`config.mk`:
```
export PLATFORM = sky130hd
export DESIGN_NAME = pixel_readout_fifo
export DESIGN_NICKNAME = d
export VERILOG_FILES = /design/src/rtl/pixel_readout_pkg.sv /design/src/rtl/pixel_word_fifo.sv /design/src/rtl/pixel_readout_fifo.sv
export SDC_FILE = /design/constraint.sdc
export NUM_CORES = 1
export LEC_CHECK = 0
export CAP_MARGIN = 20
export CORE_UTILIZATION = 55
export DETAILED_ROUTE_END_ITERATION = 16
export PLACE_DENSITY = 0.83
export SKIP_CTS_REPAIR_TIMING = 1
export SLEW_MARGIN = 20
export SYNTH_ARGS = -nofsm -noshare
export SYNTH_HDL_FRONTEND = slang
export SYNTH_HIERARCHICAL = 1
export SYNTH_SLANG_ARGS = --single-unit
```
`constraint.sdc`:
```
create_clock -name clk -period 6.6 [get_ports clk]
set_input_delay 1.32 -clock clk [delete_from_list [all_inputs] [get_ports clk]]
set_output_delay 1.32 -clock clk [all_outputs]
set_load 0.005 [all_outputs]
```
`src/rtl/pixel_readout_pkg.sv`:
```
// pixel_readout_pkg: shared types and constants for the pixel readout FIFO.
//   PIX_W, PIX_PER_WORD : pixel width and pixels packed per 32-bit databus word
//   fifo_entry_t        : buffered word plus its frame markers
//   ENTRY_W             : flat width of fifo_entry_t, used on FIFO ports
//   unpack_state_t      : unpacker FSM states
package pixel_readout_pkg;

  localparam int unsigned PIX_W        = 8;
  localparam int unsigned PIX_PER_WORD = 4;

  typedef struct packed {
    logic [31:0] data;
    logic        sof;
    logic        eof;
  } fifo_entry_t;

  localparam int unsigned ENTRY_W = $bits(fifo_entry_t);

  typedef enum logic {
    IDLE,
    EMIT
  } unpack_state_t;

endpackage

```
`src/rtl/pixel_word_fifo.sv`:
```
// pixel_word_fifo: synchronous FIFO of fifo_entry_t words.
//   clk, reset      : rising-edge clock, asynchronous active-high reset
//   push, wdata     : write request and entry (ignored while full)
//   pop, rdata      : read request (ignored while empty) and head entry (show-ahead)
//   full, empty     : status from the current pointers
//   count           : number of stored entries
module pixel_word_fifo
  import pixel_readout_pkg::*;
#(
  parameter int unsigned DEPTH = 4
) (
  input  logic                     clk,
  input  logic                     reset,
  input  logic                     push,
  input  logic [ENTRY_W-1:0]       wdata,
  input  logic                     pop,
  output logic [ENTRY_W-1:0]       rdata,
  output logic                     full,
  output logic                     empty,
  output logic [$clog2(DEPTH):0]   count
);

  localparam int unsigned PTR_W = $clog2(DEPTH);

  fifo_entry_t      mem [DEPTH];
  logic [PTR_W:0]   wr_ptr_q;
  logic [PTR_W:0]   rd_ptr_q;
  logic             do_push;
  logic             do_pop;

  // Pointers carry an extra wrap bit: equal indices with differing wrap bits means full.
  assign full    = (wr_ptr_q[PTR_W] != rd_ptr_q[PTR_W]) &&
                   (wr_ptr_q[PTR_W-1:0] == rd_ptr_q[PTR_W-1:0]);
  assign empty   = (wr_ptr_q == rd_ptr_q);
  assign count   = wr_ptr_q - rd_ptr_q;
  assign do_push = push && !full;
  assign do_pop  = pop && !empty;
  assign rdata   = mem[rd_ptr_q[PTR_W-1:0]];

  always_ff @(posedge clk or posedge reset) begin
    if (reset) begin
      wr_ptr_q <= '0;
      rd_ptr_q <= '0;
    end else begin
      if (do_push) wr_ptr_q <= wr_ptr_q + 1'b1;
      if (do_pop)  rd_ptr_q <= rd_ptr_q + 1'b1;
    end
  end

  // Storage needs no reset; the pointers define which entries are live.
  always_ff @(posedge clk) begin
    if (do_push) mem[wr_ptr_q[PTR_W-1:0]] <= fifo_entry_t'(wdata);
  end

endmodule

```
`src/rtl/pixel_readout_fifo.sv`:
```
// pixel_readout_fifo: captures databus words during pixel READ, buffers them and
// unpacks each word into a handshaked 8-bit pixel stream with frame markers.
//   clk, reset          : rising-edge clock, asynchronous active-high reset
//   bus_valid, databus  : input word strobe and four packed pixel codes (pixel 0 = [7:0])
//   frame_start         : pulse that restarts the word index of the frame
//   pix_valid/pix_ready : output handshake; pix_data, pix_sof, pix_eof describe the pixel
//   overflow            : sticky flag, a word arrived while the FIFO was full
//   frame_count         : frames whose last pixel has been transferred (wraps)
module pixel_readout_fifo
  import pixel_readout_pkg::*;
#(
  parameter int unsigned DEPTH           = 4,
  parameter int unsigned WORDS_PER_FRAME = 1
) (
  input  logic        clk,
  input  logic        reset,
  input  logic        bus_valid,
  input  logic [31:0] databus,
  input  logic        frame_start,
  output logic        pix_valid,
  input  logic        pix_ready,
  output logic [7:0]  pix_data,
  output logic        pix_sof,
  output logic        pix_eof,
  output logic        overflow,
  output logic [15:0] frame_count
);

  localparam int unsigned WIDX_W = (WORDS_PER_FRAME > 1) ? $clog2(WORDS_PER_FRAME) : 1;
  localparam logic [WIDX_W-1:0] WIDX_LAST = WIDX_W'(WORDS_PER_FRAME - 1);
  localparam logic [1:0]        BIDX_LAST = 2'(PIX_PER_WORD - 1);

  // Word index within the frame
  logic [WIDX_W-1:0] widx_q;
  logic [WIDX_W-1:0] widx_d;
  logic [WIDX_W-1:0] widx_cur;

  // FIFO interface
  fifo_entry_t              push_entry;
  logic [ENTRY_W-1:0]       fifo_rdata;
  fifo_entry_t              fifo_head;
  logic                     fifo_push;
  logic                     fifo_pop;
  logic                     fifo_full;
  logic                     fifo_empty;
  logic [$clog2(DEPTH):0]   fifo_count;

  // Unpacker
  unpack_state_t state_q;
  unpack_state_t state_d;
  fifo_entry_t   hold_q;
  fifo_entry_t   hold_d;
  logic [1:0]    bidx_q;
  logic [1:0]    bidx_d;
  logic          xfer;

  logic          overflow_q;
  logic [15:0]   frame_count_q;

  // A word arriving with frame_start is always word 0 of the new frame.
  assign widx_cur = frame_start ? '0 : widx_q;

  always_comb begin
    widx_d = widx_q;
    if (bus_valid) begin
      // Advances even when the word is dropped so framing stays aligned.
      widx_d = (widx_cur == WIDX_LAST) ? '0 : widx_cur + 1'b1;
    end else if (frame_start) begin
      widx_d = '0;
    end
  end

  assign push_entry = {databus, (widx_cur == '0), (widx_cur == WIDX_LAST)};
  assign fifo_push  = bus_valid && !fifo_full;
  assign fifo_head  = fifo_entry_t'(fifo_rdata);

  pixel_word_fifo #(
    .DEPTH (DEPTH)
  ) u_fifo (
    .clk   (clk),
    .reset (reset),
    .push  (fifo_push),
    .wdata (push_entry),
    .pop   (fifo_pop),
    .rdata (fifo_rdata),
    .full  (fifo_full),
    .empty (fifo_empty),
    .count (fifo_count)
  );

  assign pix_valid = (state_q == EMIT);
  assign xfer      = pix_valid && pix_ready;
  assign pix_data  = pix_valid ? hold_q.data[{bidx_q, 3'b000} +: PIX_W] : '0;
  assign pix_sof   = pix_valid && hold_q.sof && (bidx_q == '0);
  assign pix_eof   = pix_valid && hold_q.eof && (bidx_q == BIDX_LAST);

  always_comb begin
    state_d  = state_q;
    hold_d   = hold_q;
    bidx_d   = bidx_q;
    fifo_pop = 1'b0;
    unique case (state_q)
      IDLE: begin
        if (fifo_count != '0) begin
          fifo_pop = 1'b1;
          hold_d   = fifo_head;
          bidx_d   = '0;
          state_d  = EMIT;
        end
      end
      EMIT: begin
        if (pix_ready) begin
          if (bidx_q != BIDX_LAST) begin
            bidx_d = bidx_q + 1'b1;
          end else if (!fifo_empty) begin
            // Back-to-back words: reload on the same edge, no bubble.
            fifo_pop = 1'b1;
            hold_d   = fifo_head;
            bidx_d   = '0;
          end else begin
            hold_d  = '0;
            bidx_d  = '0;
            state_d = IDLE;
          end
        end
      end
    endcase
  end

  always_ff @(posedge clk or posedge reset) begin
    if (reset) begin
      state_q       <= IDLE;
      hold_q        <= '0;
      bidx_q        <= '0;
      widx_q        <= '0;
      overflow_q    <= 1'b0;
      frame_count_q <= '0;
    end else begin
      state_q <= state_d;
      hold_q  <= hold_d;
      bidx_q  <= bidx_d;
      widx_q  <= widx_d;
      if (bus_valid && fifo_full) overflow_q <= 1'b1;
      if (xfer && pix_eof) frame_count_q <= frame_count_q + 16'd1;
    end
  end

  assign overflow    = overflow_q;
  assign frame_count = frame_count_q;

endmodule
```
==> results.json <==
{
  "port_buffers": 64,
  "rsz0062_at_grt": "no",
  "syn_inst": 475,
  "first_pass_iters": 5,
  "grt_first_pass_wirelength_um": 23200,
  "dieArea_mm2": 0.0149,
  "synth_top_area_share_pct": 51.3,
  "numCtsBuffers": 17,
  "cts_max_level": 4,
  "yosysTopAreaCell": "edfxtp_1",
  "seq_area_frac_synth_pct": 70.5,
  "synth.net_count": 523,
  "grt_start_max_net_pins": 38,
  "hold_path_depth": 2,
  "wl_per_cell_um": 19.2,
  "antenna_cells": 0,
  "worst_slew_pin_slew_ns": 0.775,
  "post_dp_cell_area_mm2": 0.00876,
  "fin_skew_ns": 0.00827,
  "cp-endpoint": "pix_data[6]",
  "drt_iter0_markers": 290,
  "cts_sinks": 197,
  "synth_ff_type": "edfxtp_1",
  "fin_hold_ws_ns": 0.465,
  "hold_violations": 0,
  "power.switching_w": 0.00126,
  "synth_edf_count": 136,
  "run_status": "complete, no violations",
  "critPathKind": "reg2out",
  "cts_tree": "done",
  "slowest_stage": "dfrtp_1",
  "clk_latency_ns": 0.44,
  "remaining_drc_errors": 0,
  "p_sw_share_pct": 30.6,
  "yosysMostFrequentCell": "edfxtp_1",
  "avgSynthCellArea_um2": 16.7,
  "initial_utilization_pct": 56.9,
  "fmax_mhz": 269,
  "cp_max_fo": 12,
  "crit_path_end_kind": "output port",
  "r2r_slack_ns": 3.64,
  "die_w_um": 122,
  "grt_pass1_vias": 4379,
  "cp.arrival_ns": 2.40,
  "area_growth_pct": 17.5,
  "synth_area_leaders": "edfxtp_1 51%, dfrtp_1 19%, mux4_2 12%",
  "clkPwrFrac_pct": 24.4,
  "final_area_mm2": 0.00935,
  "grt_overflow": 0,
  "netlist_area_mm2": 0.00796,
  "core_mm2": 0.0140,
  "place_congestion": 0.785,
  "p_leak_nw": 3.55,
  "p_int_w": 0.00286,
  "r2r_start": "u_fifo/rd_ptr_q[0]$_DFFE_PP0P_",
  "crit_family": "flip-flops",
  "drt-total-wl_um": 14100,
  "num_rows": 43,
  "grt_antenna_before_repair": 0,
  "top_level_ports": 65,
  "drive_gt1_share_pct": 17.8,
  "die_h_um": 122,
  "cts_root_buffer": "clkbuf_16",
  "viasPerCell": 5.65,
  "power_density_mw_per_mm2": 440,
  "seq_power_share_pct": 44.8,
  "clk_pin_slew_ns": 0.07,
  "combPwrFrac_pct": 30.9,
  "finalSetupTns_ns": 0,
  "postSynth.asyncResetShare_pct": 31.0,
  "synth.distinct_cells": 40,
  "crit_buf_inv": 1,
  "num-nets-final": 592,
  "hold_class": "reg2reg",
  "start_kind": "flip-flop",
  "cts_max_path_buffers": 2,
  "critPathMaxStageDelay_ns": 0.74,
  "vias": 4165,
  "dp_hpwl_um": 8650,
  "vdd_ir_drop_max_v": 0.000251,
  "relSlewSlack_pct": 48.4,
  "crit_chain": "mux4_2 -> and2_1 -> clkdlybuf4s50_1",
  "ys_seq_elements": 197,
  "path_depth": 3,
  "antenna_left": 0,
  "drv_slew": 0,
  "setup_violations": 0,
  "cap_violations": 0,
  "yosys-top-cells-count": "136 x edfxtp_1, 78 x nand2_1, 61 x dfrtp_1, 42 x mux4_2, 40 x nand3_1",
  "crit_path_start": "bidx_q[0]$_DFFE_PP0P_",
  "min_period_over_period_pct": 56.3,
  "worstReg2RegEnd": "hold_q[20]$_DFFE_PP0P_",
  "fin_util_pct": 66.8,
  "grt_usage_pct": 21.4,
  "yosys_warnings": 6,
  "reg2regPathDepth": 9,
  "min_period_ns": 3.72,
  "finalPower_w": 0.00411,
  "worstPathRequired_ns": 5.28
}
[how the worst min path moves through the flow]
stage	start	endpoint	slack (ns)
floorplan	hold_q[1]$_DFFE_PP0P_	hold_q[1]$_DFFE_PP0P_	0.43
finish	hold_q[5]$_DFFE_PP0P_	hold_q[5]$_DFFE_PP0P_	0.46
CTS	hold_q[5]$_DFFE_PP0P_	hold_q[5]$_DFFE_PP0P_	0.47
global placement	overflow$_DFFE_PP0P_	overflow$_DFFE_PP0P_	0.44
detailed placement	overflow$_DFFE_PP0P_	overflow$_DFFE_PP0P_	0.45
global route	hold_q[5]$_DFFE_PP0P_	hold_q[5]$_DFFE_PP0P_	0.50
[cell type report]
type                       instances  area, um^2
clock inverter                    13         130
tap                              180         225
fill                             950        4640
inverter                          13        48.8
multi-input combinational        243        2170
sequential                       197        5610
clock buffer                      19         453
timing repair buffer              72         713
[power by group through the flow]
stage | combinational (W) | sequential [W] | clock, W
floorplan | 0.000940 | 0.00179 | 0
global placement | 0.00125 | 0.00184 | 0
detailed placement | 0.00128 | 0.00187 | 0
CTS | 0.00129 | 0.00184 | 0.00102
global route | 0.00140 | 0.00188 | 0.00107
finish | 0.00127 | 0.00184 | 0.00100
[layout by cell type, fill, tap and decap left out, types with 2 or more instances in the layout]
cell,instances
a21o_1,2
a32o_2,2
and2_1,8
and3_1,9
and4_1,2
buf_4,7
bufinv_16,2
clkbuf_16,17
clkbuf_8,2
clkdlybuf4s50_1,64
clkinv_1,2
clkinv_2,3
clkinvlp_4,4
dfrtp_1,60
edfxtp_1,136
ha_1,10
inv_1,12
mux2_2,2
mux2_4,2
mux4_2,42
nand2_1,77
nand3_1,40
nand4_1,3
nor2_1,5
o21ai_0,2
o21ai_2,2
xnor2_1,13
xor2_1,5
[routing by layer]
| metal | wire length [um] | GRT usage, % |
|---|---|---|
| met3 | 753 | 4.51 |
| met4 | 190 | 8.23 |
| met5 | 0 | 0 |
| met1 | 6070 | 28.1 |
| met2 | 7110 | 35.4 |
[stage by stage]
| stage | std cells | worst slack, ns |
|---|---|---|
| floorplan | 475 | 3.73 |
| global placement | 704 | 3.33 |
| detailed placement | 705 | 3.23 |
| CTS | 737 | 2.86 |
| global route | 737 | 2.73 |
| finish | 737 | 2.88 |
[worst register-to-register path: stages, from the launching register on]
cell	delay, ns
dfrtp_2	0.34
buf_4	0.56
ha_1	0.28
inv_1	0.05
fa_1	0.37
xnor2_1	0.15
nor3_1	0.33
o21a_2	0.58
nand2_1	0.15
nand2_1	0.08
[logic make-up after synthesis]
family | after synthesis | share of synthesized area [%]
AND/OR/NAND/NOR | 154 | 9.34
flip-flops | 197 | 70.5
buffers and inverters | 35 | 2.28
adder cells (fa/ha/maj) | 11 | 1.82
AO/OA/AOI/OAI | 12 | 1.16
XOR/XNOR | 19 | 2.19
multiplexers | 47 | 12.7
[sequential cells by signal (all words and copies together) (netlist names)]
| signal | count |
|---|---|
| overflow | 1 |
| u_fifo/wr_ptr_q | 3 |
| frame_count | 16 |
| pix_valid | 1 |
| u_fifo/rd_ptr_q | 3 |
| u_fifo/mem | 136 |
| bidx_q | 2 |
| hold_q | 34 |
| widx_q | 1 |
Power figures use the tool's default switching activity.
